$ cat config.mk
export PLATFORM = sky130hd
export DESIGN_NAME = multibit_stable_capture
export DESIGN_NICKNAME = d
export VERILOG_FILES = /design/src/rtl/multibit_stable_capture_sat_counter.sv /design/src/rtl/multibit_stable_capture.sv
export SDC_FILE = /design/constraint.sdc
export NUM_CORES = 1
export LEC_CHECK = 0
export CAP_MARGIN = 10
export CORE_ASPECT_RATIO = 1.5
export CORE_UTILIZATION = 40
export CTS_CLUSTER_SIZE = 14
export DETAILED_ROUTE_END_ITERATION = 8
export SYNTH_ARGS = -nofsm -noshare
export SYNTH_HDL_FRONTEND = slang
export SYNTH_SLANG_ARGS = --single-unit
export TNS_END_PERCENT = 100
$ cat constraint.sdc
create_clock -name clki -period 2.42 [get_ports clki]
set_input_delay 0.484 -clock clki [delete_from_list [all_inputs] [get_ports clki]]
set_output_delay 0.484 -clock clki [all_outputs]
set_load 0.005 [all_outputs]
$ cat src/rtl/multibit_stable_capture_sat_counter.sv
// -----------------------------------------------------------------------------
// sat_counter
//
// Saturating up-counter with a synchronous clear. Clear takes priority over
// increment, so a clear and an increment in the same cycle leave the count at
// zero. Once the count reaches all-ones it holds there until cleared or reset;
// it never wraps.
//
// Parameters:
//   W      counter width in bits (>= 1)
//
// Ports:
//   clk    clock
//   rst_n  asynchronous active-low reset, count returns to 0
//   inc    count up by one this cycle (ignored once saturated)
//   clr    synchronous clear to 0, wins over inc
//   cnt    current count
// -----------------------------------------------------------------------------
module sat_counter #(
  parameter int W = 8
) (
  input  logic         clk,
  input  logic         rst_n,
  input  logic         inc,
  input  logic         clr,
  output logic [W-1:0] cnt
);

  localparam logic [W-1:0] CNT_MAX = {W{1'b1}};

  always_ff @(posedge clk or negedge rst_n) begin
    if (!rst_n) begin
      cnt <= '0;
    end else if (clr) begin
      cnt <= '0;
    end else if (inc && (cnt != CNT_MAX)) begin
      cnt <= cnt + 1'b1;
    end
  end

endmodule

$ cat src/rtl/multibit_stable_capture.sv
// -----------------------------------------------------------------------------
// multibit_stable_capture
//
// Qualifies a bus produced by a per-bit multi-bit synchronizer. Because each
// bit is synchronized on its own, a change on the source side can show up
// here spread over several cycles, with the bus passing through values that
// never existed at the source. This block only publishes a value after the
// bus has shown it for STABLE_CYCLES consecutive samples. A candidate value
// that is abandoned before it qualifies is reported as a glitch and counted.
//
// Parameters:
//   DW             bus width; must match the upstream synchronizer
//   STABLE_CYCLES  consecutive identical samples needed to accept a value (>= 1)
//   GW             width of the saturating glitch counter
//
// Ports:
//   clki          destination-domain clock
//   rstn          asynchronous active-low reset
//   sync_data_i   bus from the multi-bit synchronizer (opaque, compared whole)
//   clr_i         synchronous clear of glitch_cnt_o (wins over an increment)
//   data_o        last qualified bus value
//   data_valid_o  one-cycle pulse when data_o has just taken a new value
//   settling_o    high while a candidate value is being qualified
//   glitch_o      one-cycle pulse when a candidate has just been abandoned
//   glitch_cnt_o  saturating count of abandoned candidates
//
// Timing: a value first sampled at edge t and held is loaded into data_o at
// edge t + STABLE_CYCLES - 1; data_valid_o is high for the cycle after that
// edge. With STABLE_CYCLES == 1 every change is accepted on its first sample
// and the SETTLING state is never entered.
// -----------------------------------------------------------------------------
module multibit_stable_capture #(
  parameter int DW            = 32,
  parameter int STABLE_CYCLES = 4,
  parameter int GW            = 8
) (
  input  logic          clki,
  input  logic          rstn,
  input  logic [DW-1:0] sync_data_i,
  input  logic          clr_i,
  output logic [DW-1:0] data_o,
  output logic          data_valid_o,
  output logic          settling_o,
  output logic          glitch_o,
  output logic [GW-1:0] glitch_cnt_o
);

  // Sample counter must hold values up to STABLE_CYCLES.
  localparam int CW = $clog2(STABLE_CYCLES + 1);

  // cnt_q == CNT_LAST means the current sample is the one that completes the
  // run (cnt_q + 1 == STABLE_CYCLES), so the candidate is accepted now.
  localparam logic [CW-1:0] CNT_LAST = CW'(STABLE_CYCLES - 1);
  localparam logic [CW-1:0] CNT_ONE  = CW'(1);

  typedef enum logic {
    STABLE   = 1'b0,
    SETTLING = 1'b1
  } state_t;

  state_t          state_q;
  logic [DW-1:0]   cand_q;
  logic [CW-1:0]   cnt_q;
  logic            glitch_inc;

  // A candidate is abandoned whenever the bus departs from it while it is
  // still being qualified, whether it returns to data_o or moves elsewhere.
  assign glitch_inc = (state_q == SETTLING) && (sync_data_i != cand_q);

  // ---------------------------------------------------------------------------
  // Qualification FSM. All outputs except the glitch count are registered
  // here so they change only on the clock edge.
  // ---------------------------------------------------------------------------
  always_ff @(posedge clki or negedge rstn) begin
    if (!rstn) begin
      // NOTE: cand_q and cnt_q are reset along with the outputs even though
      // they are don't-care in STABLE; a reset mid-settle then leaves no stale
      // candidate behind and simulation never sees X on the compare paths.
      state_q      <= STABLE;
      cand_q       <= '0;
      cnt_q        <= '0;
      data_o       <= '0;
      data_valid_o <= 1'b0;
      settling_o   <= 1'b0;
      glitch_o     <= 1'b0;
    end else begin
      // NOTE: every register here uses non-blocking assignment, so the
      // comparisons below all see the pre-edge values of data_o, cand_q and
      // cnt_q regardless of statement order.
      data_valid_o <= 1'b0;
      glitch_o     <= glitch_inc;

      case (state_q)
        STABLE: begin
          if (sync_data_i != data_o) begin
            if (STABLE_CYCLES == 1) begin
              // The first differing sample already satisfies the run length.
              data_o       <= sync_data_i;
              data_valid_o <= 1'b1;
            end else begin
              cand_q     <= sync_data_i;
              cnt_q      <= CNT_ONE;
              state_q    <= SETTLING;
              settling_o <= 1'b1;
            end
          end
        end

        SETTLING: begin
          if (!glitch_inc) begin
            if (cnt_q == CNT_LAST) begin
              // cand_q always differs from data_o here: it was only ever
              // loaded from a sample that differed, and data_o has not moved
              // since, so the pulse can never announce an unchanged value.
              data_o       <= cand_q;
              data_valid_o <= 1'b1;
              cnt_q        <= '0;
              state_q      <= STABLE;
              settling_o   <= 1'b0;
            end else begin
              cnt_q <= cnt_q + 1'b1;
            end
          end else if (sync_data_i == data_o) begin
            // Transition fell back to the published value; nothing to report
            // on data_o, only the glitch.
            cnt_q      <= '0;
            state_q    <= STABLE;
            settling_o <= 1'b0;
          end else begin
            // Bus moved on to yet another value; restart qualification on it.
            cand_q <= sync_data_i;
            cnt_q  <= CNT_ONE;
          end
        end

        default: begin
          cnt_q      <= '0;
          state_q    <= STABLE;
          settling_o <= 1'b0;
        end
      endcase
    end
  end

  // ---------------------------------------------------------------------------
  // Glitch counter: counts on the same edge that raises glitch_o, so the
  // updated count is visible together with the pulse.
  // ---------------------------------------------------------------------------
  sat_counter #(
    .W (GW)
  ) u_glitch_cnt (
    .clk   (clki),
    .rst_n (rstn),
    .inc   (glitch_inc),
    .clr   (clr_i),
    .cnt   (glitch_cnt_o)
  );

endmodule

# --- Word level (Yosys, flattened, before mapping) ---
# Cells that the tools add are included.
classes:
  add_sub_neg: 2
  n_eq_ne: 10
  n_mux: 24
  bitwise_logic: 2
  reduce_logical: 6
ops:
  columns: ["op", "n"]
  rows:
  - ["$mux 32", 3]
  - ["$ne 32x32->1", 2]
  - ["$pmux 32 s2", 1]
  - ["$eq 32x32->1", 1]
  - ["$mux 8", 2]
  - ["$mux 1", 12]
  - ["$mux 3", 3]
  - ["$reduce_and 3->1", 3]
  - ["$add 8x1->8 const B", 1]
  - ["$ne 8x8->1 const B", 1]
  - ["$pmux 3 s2", 1]
  - ["$ne 2x2->1 const B", 2]
  - ["$pmux 1 s2", 2]
  - ["$add 3x1->3 const B", 1]
  - ["$eq 3x2->1 const B", 1]
  - ["$ne 3x1->1 const B", 1]
  - ["$ne 3x2->1 const B", 1]
  - ["$logic_and 1x1->1", 2]
  - ["$ne 2x1->1 const B", 1]
  - ["$not 1->1", 2]
  - ["$reduce_bool 2->1", 1]
word_totals:
  ff_bits: 79
  inputBits: 35
  out_inout_bits: 43
  word_cells: 52

# --- Logic depth before layout (Yosys ltp) ---
depth:
  depth_word: 5
  depth_mapped: 7
  mapped_depth_nobuf: 6

# --- Hierarchy ---
# From an unflattened synthesis, not the netlist that was laid out.
unflattened:
  hier_cells: 296
  hier_area_um2: 3975.1
modules_own_cells:
  columns: ["module", "n_inst", "cells_per_inst", "area_each_um2", "seq_area_each_um2"]
  rows:
  - ["multibit_stable_capture", 1, 247, 3510.9, 1776.7]
  - ["sat_counter", 1, 49, 464.2, 200.2]

# --- Least setup slack after synthesis ---
# No wires, ideal clock.
synth_timing:
  path_kind: "in2reg"
  start: "in sync_data_i[0]"
  end: "reg data_o[0]"
  setup_ns: 0.125
  arrival_time_ns: 2.068
  required_ns: 2.295
  setup_slack_ns: 0.227
  path_stages: 7
  path_buffers: 1
  cell_sequence: "xnor2_1 > nand4_1 > nor4_2 > nand2_2 > nor2_8 > buf_12 > mux2_4"
synth_via:
  elab_chain_cells: 4
synth_lines:
  columns: ["element", "line", "text"]
  rows:
  - ["start, declared", "multibit_stable_capture.sv:39", "input logic [DW-1:0] sync_data_i,"]
  - ["$ne 32x32->1", "multibit_stable_capture.sv:68", "assign glitch_inc = (state_q == SETTLING) && (sync_data_i != cand_q);"]
  - ["$logic_and 1x1->1", "multibit_stable_capture.sv:68", null]
  - ["$not 1->1 (no source line)", null, null]
  - ["$reduce_and 3->1 (no source line)", null, null]
  - ["end signal, assigned", "multibit_stable_capture.sv:98", "data_o <= sync_data_i;"]
  - ["end signal, assigned", "multibit_stable_capture.sv:115", "data_o <= cand_q;"]
  - ["end, declared", "multibit_stable_capture.sv:41", "output logic [DW-1:0] data_o,"]
# Every way passes these cells.
# A chain may end at the register's enable or synchronous reset.

# --- Worst setup path after layout ---
layout_timing:
  start: "in sync_data_i[15]"
  end: "reg data_o[27]"
# The elaborated chain is that of the path after synthesis.

==> qor.yml <==
clock_tree.buffer_depth: 2
dieHeight_um: 124
layout-area-overhead-vs-synth_pct: 40.6
worst_setup_path_startpoint: "sync_data_i[15]"
num_io_pins: 78
grt_start_max_net_pins: 47
io_buffer_count: 77
clock_period_minus_final_worst_setup_slack_ns: 2.26
hold_path_class: "primary input to asynchronous set/reset pin"
result_of_the_run: "finished, final reports clean"
setup.worst_path.class: "primary input to flip-flop"
worst_slack_ns: 0.156
netlist_area_um2: 3970
drt_iter0_markers: 127
final_hold_viol_count: 0
synth-main-ff-cell: "dfrtp_1"
crit-reg2reg-capture: "data_o[27]$_DFFE_PN0P_"
worst_setup_hold_path_clk_slew_ns: 0.06
grt-ovfl-total: 0
ir_drop_uv: 474
max_slew.worst_pin.slew_ns: 0.466
synth-seq-cells: 79
route.vias.total: 2547
timing.critical_path.fanout_max: 8
design.die.area_um2: 10300
top_count_cell_post_synth: "dfrtp_1"
avgViaCountPerCell: 4.95
timing.fmax_mhz: 442
grt_setup_unrepaired: "no"
worst-endpoint-required_ns: 2.64
synth_async_sr_flop_share_pct: 100
post_detailed_route_drc_marker_count: 0
drtAntennaViolNets: 0
cts_buffers: 9
grt_util_all_layers_pct: 18.3
drt_wl_total_mm: 8.98
synth_fp_nets: 325
finalInstanceArea_um2: 5590
synth_top_area_cell: "dfrtp_1"
diodes: 0
grt_antenna_before_repair: 0
tritoncts_num_sinks: 79
dp_hpwl_mm: 6.52
synth-edff-count: 0
num_rows: 44
critical_path.reg2reg.startpoint: "cand_q[2]$_DFFE_PN0P_"
yosys-top-cells-area: "dfrtp_1 50%, xnor2_1 15%, mux2_2 11%"
dp_slack_ns: -0.380
slew_viol_final: 0
clock_tree_root_buffer_cell: "clkbuf_16"
grt_pass1_vias: 2700
placed_area_um2: 5030
clkLatencyLatePin_ns: 0.34
timing.max_cap.violations: 0
post_synth_most_frequent_cells: "79 x dfrtp_1, 66 x xnor2_1, 39 x mux2_2"
drt-wirelength-per-cell_um: 17.4
gp_congestion: 0.794
detailed_router_iteration_count_before_antenna_repair: 4
timing.slew.headroom_pct: 68.9
synth.yosys.seq_area_share_pct: 49.7
avgSynthCellArea_um2: 13.8
yosysWarningCount: 0
clock_tree.htree_level_count: 3
post-synth-top-area-fraction_pct: 49.7
reg2regPathDepth: 8
netlist_instances: 288
pwr_density_cell_nw_per_um2: 537
die-width_um: 83.4
tns_ns: 0
leakagePower_nw: 2.54
start_util_pct: 41.0
synth.lib_cells_used.distinct: 32
timing.critical_path.to_type: "flip-flop"
crit_arrival_ns: 2.49
ff2ff_setup_slack_ns: 0.27
final_worst_path_period_share_pct: 93.6
global_route_wire_length_before_repair_mm: 14.1
crit_path_start_kind: "primary input"
drive_gt1_share_pct: 33.3
cts_tree: "built"
setup_violations_final: 0
fin_skew_ns: 0.00932
fp.coreArea_um2: 9690
finalNetCount: 432
==> final cells by class <==
cell class	instances	area (um2)
fillers	824	4100
multi-input cells	202	2000
flip-flops and latches	79	1980
repair buffers	103	1160
clock buffers	10	239
well taps	115	144
clock inverters	6	60.1
==> worst max-delay path: stages <==
cell	delay, ns
clkdlybuf4s50_1	0.52
xnor2_1	0.14
nand4_1	0.13
nor4_2	0.25
buf_4	0.16
nand2_2	0.09
nor2_8	0.21
buf_12	0.17
mux2_2	0.33
==> cells by family after synthesis <==
logic type | Yosys count | synth area share [%]
flops | 79 | 49.7
mux | 69 | 22.1
xor+xnor | 66 | 14.5
simple gates | 52 | 8.15
compound gates | 13 | 2.33
buf+inv | 7 | 2.46
fa+ha+maj | 2 | 0.630
==> metrics by stage <==
stage	std cells	hold WS [ns]	utilization (%)	total power [mW]
final	515	0.0877	57.7	3.00
after global routing	515	0.136	57.7	3.11
after CTS	511	0.0996	55.3	3.04
after detailed placement	495	0.467	51.9	1.67
after global placement	495	0.476	51.9	1.66
after floorplan	288	0.188	-	1.51
==> state kept, by name (all words and copies together) (netlist names) <==
signal / flops
glitch_o: 1
u_glitch_cnt.cnt: 8
cnt_q: 3
data_o: 32
data_valid_o: 1
settling_o: 1
cand_q: 32
state_q: 1
==> cell usage in the layout (no fill, tap or decap), types with 2 or more instances in the layout <==
cell type,n
dfrtp_1,79
xnor2_1,56
clkdlybuf4s50_1,47
mux2_2,39
dlymetal6s2s_1,29
mux2_4,28
nand4_1,19
buf_4,18
clkbuf_16,12
xnor2_2,10
nor2_1,10
buf_12,6
nor2b_1,4
a21oi_1,4
nor4_2,3
clkinv_2,3
nand2_2,2
nand2_1,2
and3_1,2
nand3_1,2
a21bo_2,2
nand3b_1,2
mux2i_1,2
ha_1,2
clkinvlp_4,2
==> per-layer routing <==
metal	GRT usage [%]	up-vias	wire length, um
li1	-	1242	-
met1	21.2	1235	3720
met3	2.52	16	223
met4	10.7	0	263
met2	32.5	54	4770
met5	0	-	0
==> where the power goes <==
group          switching, mW  internal (mW)
clock network          0.532          0.820
registers             0.0317           1.35
logic                  0.118          0.146
==> how the worst max path moves through the flow <==
stage | cells past startpoint | end
after floorplan | 7 | data_o[0]$_DFFE_PN0P_
after CTS | 9 | data_o[28]$_DFFE_PN0P_
final | 9 | data_o[27]$_DFFE_PN0P_
after global placement | 9 | data_o[26]$_DFFE_PN0P_
after global routing | 9 | cand_q[30]$_DFFE_PN0P_
after detailed placement | 9 | data_o[28]$_DFFE_PN0P_
==> repair_timing <==
item	4_1_cts	5_1_grt
resized for setup	4	40
gates cloned	0	3
buffers inserted	0	1
pin swaps	0	14
hold buffers	0	0
endpoints found under the setup margin	37	65
Power figures use the tool's default switching activity.
